===== src/rtl/bin_to_bcd_seq.sv =====
// bin_to_bcd_seq: iterative double-dabble binary-to-BCD converter.
// One add-3 correction pass plus one shift per clock; optional two's-complement
// input converted as sign plus magnitude. Valid/ready handshake on both sides.
module bin_to_bcd_seq #(
    parameter int WIDTH  = 16,
    parameter int DIGITS = 5,
    parameter int SIGNED = 0
) (
    input  logic                  clk,
    input  logic                  rst,
    input  logic [WIDTH-1:0]      in_data,
    input  logic                  in_valid,
    output logic                  in_ready,
    output logic [4*DIGITS-1:0]   out_bcd,
    output logic                  out_neg,
    output logic                  out_ovf,
    output logic                  out_valid,
    input  logic                  out_ready
);

    localparam int CW = $clog2(WIDTH + 1);
    localparam int BW = 4 * DIGITS;

    typedef enum logic [1:0] {IDLE, SHIFT, DONE} state_t;

    state_t          state_q, state_d;
    logic [WIDTH-1:0] bin_q, bin_d;
    logic [BW-1:0]   bcd_q, bcd_d;
    logic [BW-1:0]   bcd_adj;
    logic            neg_q, neg_d;
    logic            ovf_q, ovf_d;
    logic [CW-1:0]   cnt_q, cnt_d;
    logic [BW-1:0]   res_bcd_q, res_bcd_d;
    logic            res_neg_q, res_neg_d;
    logic            res_ovf_q, res_ovf_d;

    logic            in_neg;
    logic [WIDTH-1:0] in_mag;

    // State register
    always_ff @(posedge clk or posedge rst) begin
        if (rst) begin
            state_q <= IDLE;
        end else begin
            state_q <= state_d;
        end
    end

    // Datapath registers: working shift/BCD registers and result registers
    always_ff @(posedge clk or posedge rst) begin
        if (rst) begin
            bin_q     <= '0;
            bcd_q     <= '0;
            neg_q     <= 1'b0;
            ovf_q     <= 1'b0;
            cnt_q     <= '0;
            res_bcd_q <= '0;
            res_neg_q <= 1'b0;
            res_ovf_q <= 1'b0;
        end else begin
            bin_q     <= bin_d;
            bcd_q     <= bcd_d;
            neg_q     <= neg_d;
            ovf_q     <= ovf_d;
            cnt_q     <= cnt_d;
            res_bcd_q <= res_bcd_d;
            res_neg_q <= res_neg_d;
            res_ovf_q <= res_ovf_d;
        end
    end

    // Next-state logic
    always_comb begin
        state_d = state_q;
        unique case (state_q)
            IDLE:    if (in_valid) state_d = SHIFT;
            SHIFT:   if (cnt_q == '0) state_d = DONE;
            DONE:    if (out_ready) state_d = IDLE;
            default: state_d = IDLE;
        endcase
    end

    // Sign/magnitude split of the incoming value
    always_comb begin
        in_neg = (SIGNED != 0) && in_data[WIDTH-1];
        in_mag = in_neg ? ('0 - in_data) : in_data;
    end

    // Add-3 correction on every BCD digit that is 5 or more, all digits at once
    always_comb begin
        bcd_adj = bcd_q;
        for (int unsigned i = 0; i < DIGITS; i++) begin
            if (bcd_q[4*i +: 4] >= 4'd5) begin
                bcd_adj[4*i +: 4] = bcd_q[4*i +: 4] + 4'd3;
            end
        end
    end

    // Datapath next values: load on accept, shift while counting, then a
    // final cycle (counter at zero) copies the working registers into the
    // result registers so the outputs stay untouched during a conversion.
    always_comb begin
        bin_d     = bin_q;
        bcd_d     = bcd_q;
        neg_d     = neg_q;
        ovf_d     = ovf_q;
        cnt_d     = cnt_q;
        res_bcd_d = res_bcd_q;
        res_neg_d = res_neg_q;
        res_ovf_d = res_ovf_q;
        unique case (state_q)
            IDLE: begin
                if (in_valid) begin
                    bin_d = in_mag;
                    neg_d = in_neg;
                    bcd_d = '0;
                    ovf_d = 1'b0;
                    cnt_d = CW'(WIDTH);
                end
            end
            SHIFT: begin
                if (cnt_q != '0) begin
                    // bit leaving the top digit is a carry into digit DIGITS
                    ovf_d = ovf_q | bcd_adj[BW-1];
                    bcd_d = {bcd_adj[BW-2:0], bin_q[WIDTH-1]};
                    bin_d = {bin_q[WIDTH-2:0], 1'b0};
                    cnt_d = cnt_q - CW'(1);
                end else begin
                    res_bcd_d = bcd_q;
                    res_neg_d = neg_q;
                    res_ovf_d = ovf_q;
                end
            end
            default: ;
        endcase
    end

    // Output logic
    always_comb begin
        in_ready  = (state_q == IDLE);
        out_valid = (state_q == DONE);
        out_bcd   = res_bcd_q;
        out_neg   = res_neg_q;
        out_ovf   = res_ovf_q;
    end

endmodule


===== config.mk =====
export PLATFORM = sky130hd
export DESIGN_NAME = bin_to_bcd_seq
export DESIGN_NICKNAME = d
export VERILOG_FILES = /design/src/rtl/bin_to_bcd_seq.sv
export SDC_FILE = /design/constraint.sdc
export NUM_CORES = 1
export LEC_CHECK = 0
export CORE_UTILIZATION = 59
export DETAILED_ROUTE_END_ITERATION = 7
export PLACE_DENSITY = 0.94
export SKIP_LAST_GASP = 1
export SYNTH_ARGS = -nofsm -noshare
export SYNTH_HDL_FRONTEND = slang
export SYNTH_SLANG_ARGS = --single-unit

===== constraint.sdc =====
create_clock -name clk -period 3.9 [get_ports clk]
set_input_delay 0.78 -clock clk [delete_from_list [all_inputs] [get_ports clk]]
set_output_delay 0.78 -clock clk [all_outputs]
set_load 0.02 [all_outputs]

==> metrics.txt <==
# TYPE chip_impl_metric gauge
chip_impl_metric{name="detail_route.first_pass.iterations",unit=""} 4
chip_impl_metric{name="finalClockSkew",unit="ns"} 0.00731
chip_impl_metric{name="inserted_diodes",unit=""} 0
chip_impl_metric{name="cellLeakagePower",unit="nW"} 1.73
chip_impl_metric{name="finalHoldViolCount",unit=""} 0
chip_impl_metric{name="placement.setup.worst_slack",unit="ns"} 1.27
chip_impl_metric{name="yosys_warnings",unit=""} 0
chip_impl_metric{name="drt_wl_total",unit="um"} 6280
chip_impl_metric{name="number_of_violations_reported_at_the_end_of_detailed_routing_iteration_0",unit=""} 140
chip_impl_metric{name="design.core.area",unit="mm^2"} 0.00517
chip_impl_metric{name="power",unit="mW"} 3.47
chip_impl_metric{name="rows",unit=""} 26
chip_impl_metric{name="ys_seq_elements",unit=""} 65
chip_impl_metric{name="switching_share",unit=""} 0.413
chip_impl_info{name="rsz0062_at_grt",value="no"} 1
chip_impl_metric{name="grt.overflow.total",unit=""} 0
chip_impl_metric{name="gp_congestion",unit=""} 0.877
chip_impl_metric{name="die_height",unit="um"} 75.7
chip_impl_metric{name="yosysUniqueCellTypes",unit=""} 31
chip_impl_metric{name="ir_worst_vdd",unit="V"} 0.000660
chip_impl_info{name="regToRegEndpoint",value="bcd_q[17]$_DFFE_PP0P_"} 1
chip_impl_metric{name="final_layout_size_suffix_gt1_frac",unit=""} 0.0924
chip_impl_metric{name="die_w",unit="um"} 75.7
chip_impl_metric{name="netSwitchingPower",unit="mW"} 1.43
chip_impl_info{name="outcome",value="finished, final reports clean"} 1
chip_impl_metric{name="slowest_delay",unit="ns"} 0.59
chip_impl_metric{name="clock_latency_late_sink",unit="ns"} 0.34
chip_impl_metric{name="synth_seq_area_share",unit=""} 0.508
chip_impl_info{name="min_from",value="ovf_q$_DFFE_PP0P_"} 1
chip_impl_metric{name="numCtsBuffers",unit=""} 9
chip_impl_metric{name="fin_util",unit=""} 0.735
chip_impl_metric{name="cts-resized-gates",unit=""} 0
chip_impl_metric{name="fp.dieArea",unit="mm^2"} 0.00572
chip_impl_metric{name="max_cap_violations",unit=""} 0
chip_impl_metric{name="setup-violations-final",unit=""} 0
chip_impl_metric{name="crit_fanout",unit=""} 12
chip_impl_metric{name="post-cts-setup-buffers",unit=""} 0
chip_impl_info{name="clock_tree.root_cell",value="clkbuf_8"} 1
chip_impl_info{name="worst_hold_path_type",value="register to register"} 1
chip_impl_metric{name="timing.hold.worst_path_depth",unit=""} 2
chip_impl_metric{name="worst-r2r-setup-slack",unit="ns"} 1.69
chip_impl_info{name="cp_top_family",value="buffers and inverters"} 1
chip_impl_metric{name="cts_sinks",unit=""} 65
chip_impl_metric{name="area_delta_synth_final",unit="%"} 18.7
chip_impl_metric{name="gr-usage-all-layers",unit=""} 0.257
chip_impl_metric{name="ctsHoldBuffers",unit=""} 0
chip_impl_metric{name="setup-tns-final",unit="ns"} 0
chip_impl_metric{name="worst_r2r_path_depth",unit=""} 6
chip_impl_metric{name="critical_path_cell_count",unit=""} 3
chip_impl_info{name="worst_setup_path_endpoint",value="out_valid"} 1
chip_impl_metric{name="layout_min_cycle_time",unit="ns"} 2.54
chip_impl_metric{name="timing.fmax",unit="GHz"} 0.394
chip_impl_metric{name="netlist_instances",unit=""} 313
chip_impl_metric{name="final_net_count",unit=""} 383
chip_impl_info{name="cts_tree",value="built"} 1
chip_impl_metric{name="max_slew.worst_pin.slew",unit="ns"} 0.691
chip_impl_metric{name="dp_hpwl",unit="um"} 4210
chip_impl_metric{name="route.detailed.wl_per_inst",unit="um"} 14.7
chip_impl_metric{name="slew_violations",unit=""} 0
chip_impl_metric{name="first_pass_grt_wire_length",unit="um"} 10600
chip_impl_metric{name="floorplan.io_pins",unit=""} 44
chip_impl_metric{name="grt_antenna_before_repair",unit=""} 0
chip_impl_metric{name="area_of_the_mapped_netlist",unit="mm^2"} 0.00320
chip_impl_metric{name="final-instance-count-excl-fill",unit=""} 427
chip_impl_metric{name="fraction_of_power_consumed_by_the_clock_network",unit=""} 0.172
chip_impl_metric{name="clk_path_buf_depth",unit=""} 2
chip_impl_metric{name="slew-limit-headroom",unit=""} 0.540
chip_impl_metric{name="grt_pass1_vias",unit=""} 2335
chip_impl_metric{name="io_buffers",unit=""} 42
chip_impl_metric{name="num_vias",unit=""} 2382
chip_impl_metric{name="dp.cells",unit=""} 411
chip_impl_metric{name="arrival",unit="ns"} 1.76
chip_impl_metric{name="cp_data_required_time",unit="ns"} 3.12
chip_impl_metric{name="critical_path.n_buffers_inverters",unit=""} 2
chip_impl_metric{name="initial_utilization",unit=""} 0.619
chip_impl_metric{name="final_antenna_net_count",unit=""} 0
chip_impl_info{name="timing.critical_path.from",value="state_q[0]$_DFFE_PP0P_"} 1
chip_impl_metric{name="pwr_density_cell",unit="mW/mm^2"} 913
chip_impl_metric{name="final_period_util",unit=""} 0.651
chip_impl_info{name="crit_path_end_kind",value="primary output"} 1
chip_impl_metric{name="viasPerCell",unit=""} 5.58
chip_impl_info{name="critical_path.startpoint_type",value="register"} 1
chip_impl_metric{name="syn_nets",unit=""} 344
chip_impl_metric{name="pint",unit="mW"} 2.04
chip_impl_metric{name="clk_pin_slew",unit="ns"} 0.07
chip_impl_metric{name="drcViolationCount",unit=""} 0
chip_impl_info{name="crit_type",value="register to primary output"} 1
chip_impl_metric{name="post-route-worst-setup-slack",unit="ns"} 1.36
chip_impl_metric{name="htreeDepth",unit=""} 3
chip_impl_metric{name="postSynthAreaPerCell",unit="um^2"} 10.2
chip_impl_info{name="worst_path_max_delay_cell",value="clkdlybuf4s50_1"} 1
chip_impl_metric{name="grt_max_degree",unit=""} 38
chip_impl_info{name="regToRegStartpoint",value="cnt_q[1]$_DFFE_PP0P_"} 1
chip_impl_metric{name="pwr-share-seq",unit=""} 0.345
chip_impl_info{name="most-common-layout-cells",value="nand2_1, dfrtp_1, clkdlybuf4s50_1"} 1
chip_impl_metric{name="power_frac_comb",unit=""} 0.483
chip_impl_info{name="cp_cell_sequence",value="nand2b_1 -> inv_1 -> clkdlybuf4s50_1"} 1
==> power by group through the flow <==
stage / sequential, mW / combinational (mW) / clock, mW
global placement: 1.19 / 1.58 / 0
global route: 1.24 / 1.88 / 0.623
CTS: 1.19 / 1.69 / 0.597
floorplan: 1.23 / 1.29 / 0
detailed placement: 1.20 / 1.67 / 0
finish: 1.20 / 1.68 / 0.596
==> worst reg2reg max path: stages, from the launching register on <==
cell     delay, ns
dfrtp_1       0.39
inv_1         0.10
ha_1          0.19
nor3b_2       0.28
a31o_1        0.60
inv_2         0.30
o22ai_1       0.25
==> through the flow <==
stage | area [um^2] | hold slack, ns
after floorplan | 3200 | 0.432
after global placement | 3590 | 0.451
after detailed placement | 3590 | 0.461
after CTS | 3800 | 0.478
after global routing | 3800 | 0.495
final | 3800 | 0.473
==> state kept, by name, summed over array words and instances, names as in the netlist <==
signal	count
out_bcd	20
out_ovf	1
cnt_q	5
bin_q	16
state_q	2
bcd_q	20
ovf_q	1
==> how the worst min path moves through the flow <==
stage                          end  slack [ns]
2_1_floorplan  out_ovf$_DFFE_PP0P_        0.43
4_1_cts        out_ovf$_DFFE_PP0P_        0.48
3_3_place_gp   out_ovf$_DFFE_PP0P_        0.45
5_1_grt        out_ovf$_DFFE_PP0P_        0.49
6_report       out_ovf$_DFFE_PP0P_        0.47
3_5_place_dp   out_ovf$_DFFE_PP0P_        0.46
==> routing by layer <==
layer  routed length (um)  vias to the layer above  part of all wire  track usage
met3                  216                       11             0.034       0.0410
met2                 3190                       62              0.51        0.419
met1                 2740                     1161              0.44        0.328
met4                  138                        0             0.022        0.150
li1                     -                     1148                 -            -
met5                    0                        -                 0            0
==> area by class of cell <==
type	instances	area [um^2]
sequential	65	1630
multi-input combinational	214	1370
fill	373	1370
clock inverter	2	35.0
timing repair buffer	46	450
tap	70	87.6
inverter	16	60.1
clock buffer	14	173
==> logic make-up (layout without fill, tap and decap cells) <==
logic type,Yosys count,after routing,synth area share
other,1,1,0.00117
flip-flops,65,65,0.508
AND/OR/NAND/NOR,95,95,0.138
multiplexers,20,20,0.0625
adder cells (fa/ha/maj),11,11,0.0430
XOR/XNOR,5,5,0.0137
buffers and inverters,34,78,0.0645
AO/OA/AOI/OAI,82,82,0.168
==> cell usage after synthesis <==
cell type | number | area share
a22o_1 | 8 | 0.022
nand2b_1 | 8 | 0.016
a31o_1 | 1 | 0.0027
inv_1 | 15 | 0.018
and3_1 | 1 | 0.0020
a21oi_1 | 12 | 0.019
o21ai_0 | 41 | 0.064
nor3b_2 | 1 | 0.0039
nor2_1 | 4 | 0.0047
dfrtp_1 | 65 | 0.51
nor2_2 | 1 | 0.0020
buf_4 | 5 | 0.012
buf_6 | 7 | 0.025
o21ai_1 | 1 | 0.0016
nand2b_2 | 1 | 0.0027
nand3_1 | 1 | 0.0016
nor3b_1 | 10 | 0.023
inv_2 | 1 | 0.0012
nor2b_1 | 2 | 0.0039
o22ai_2 | 9 | 0.035
conb_1 | 1 | 0.0012
mux2i_1 | 20 | 0.063
o31ai_1 | 2 | 0.0047
a31oi_1 | 5 | 0.0098
buf_2 | 6 | 0.0094
o21bai_4 | 1 | 0.0059
or4_1 | 1 | 0.0023
o22ai_1 | 2 | 0.0039
ha_1 | 11 | 0.043
xnor2_1 | 5 | 0.014
nand2_1 | 65 | 0.076
No activity file was read; power rests on OpenSTA's default activity.
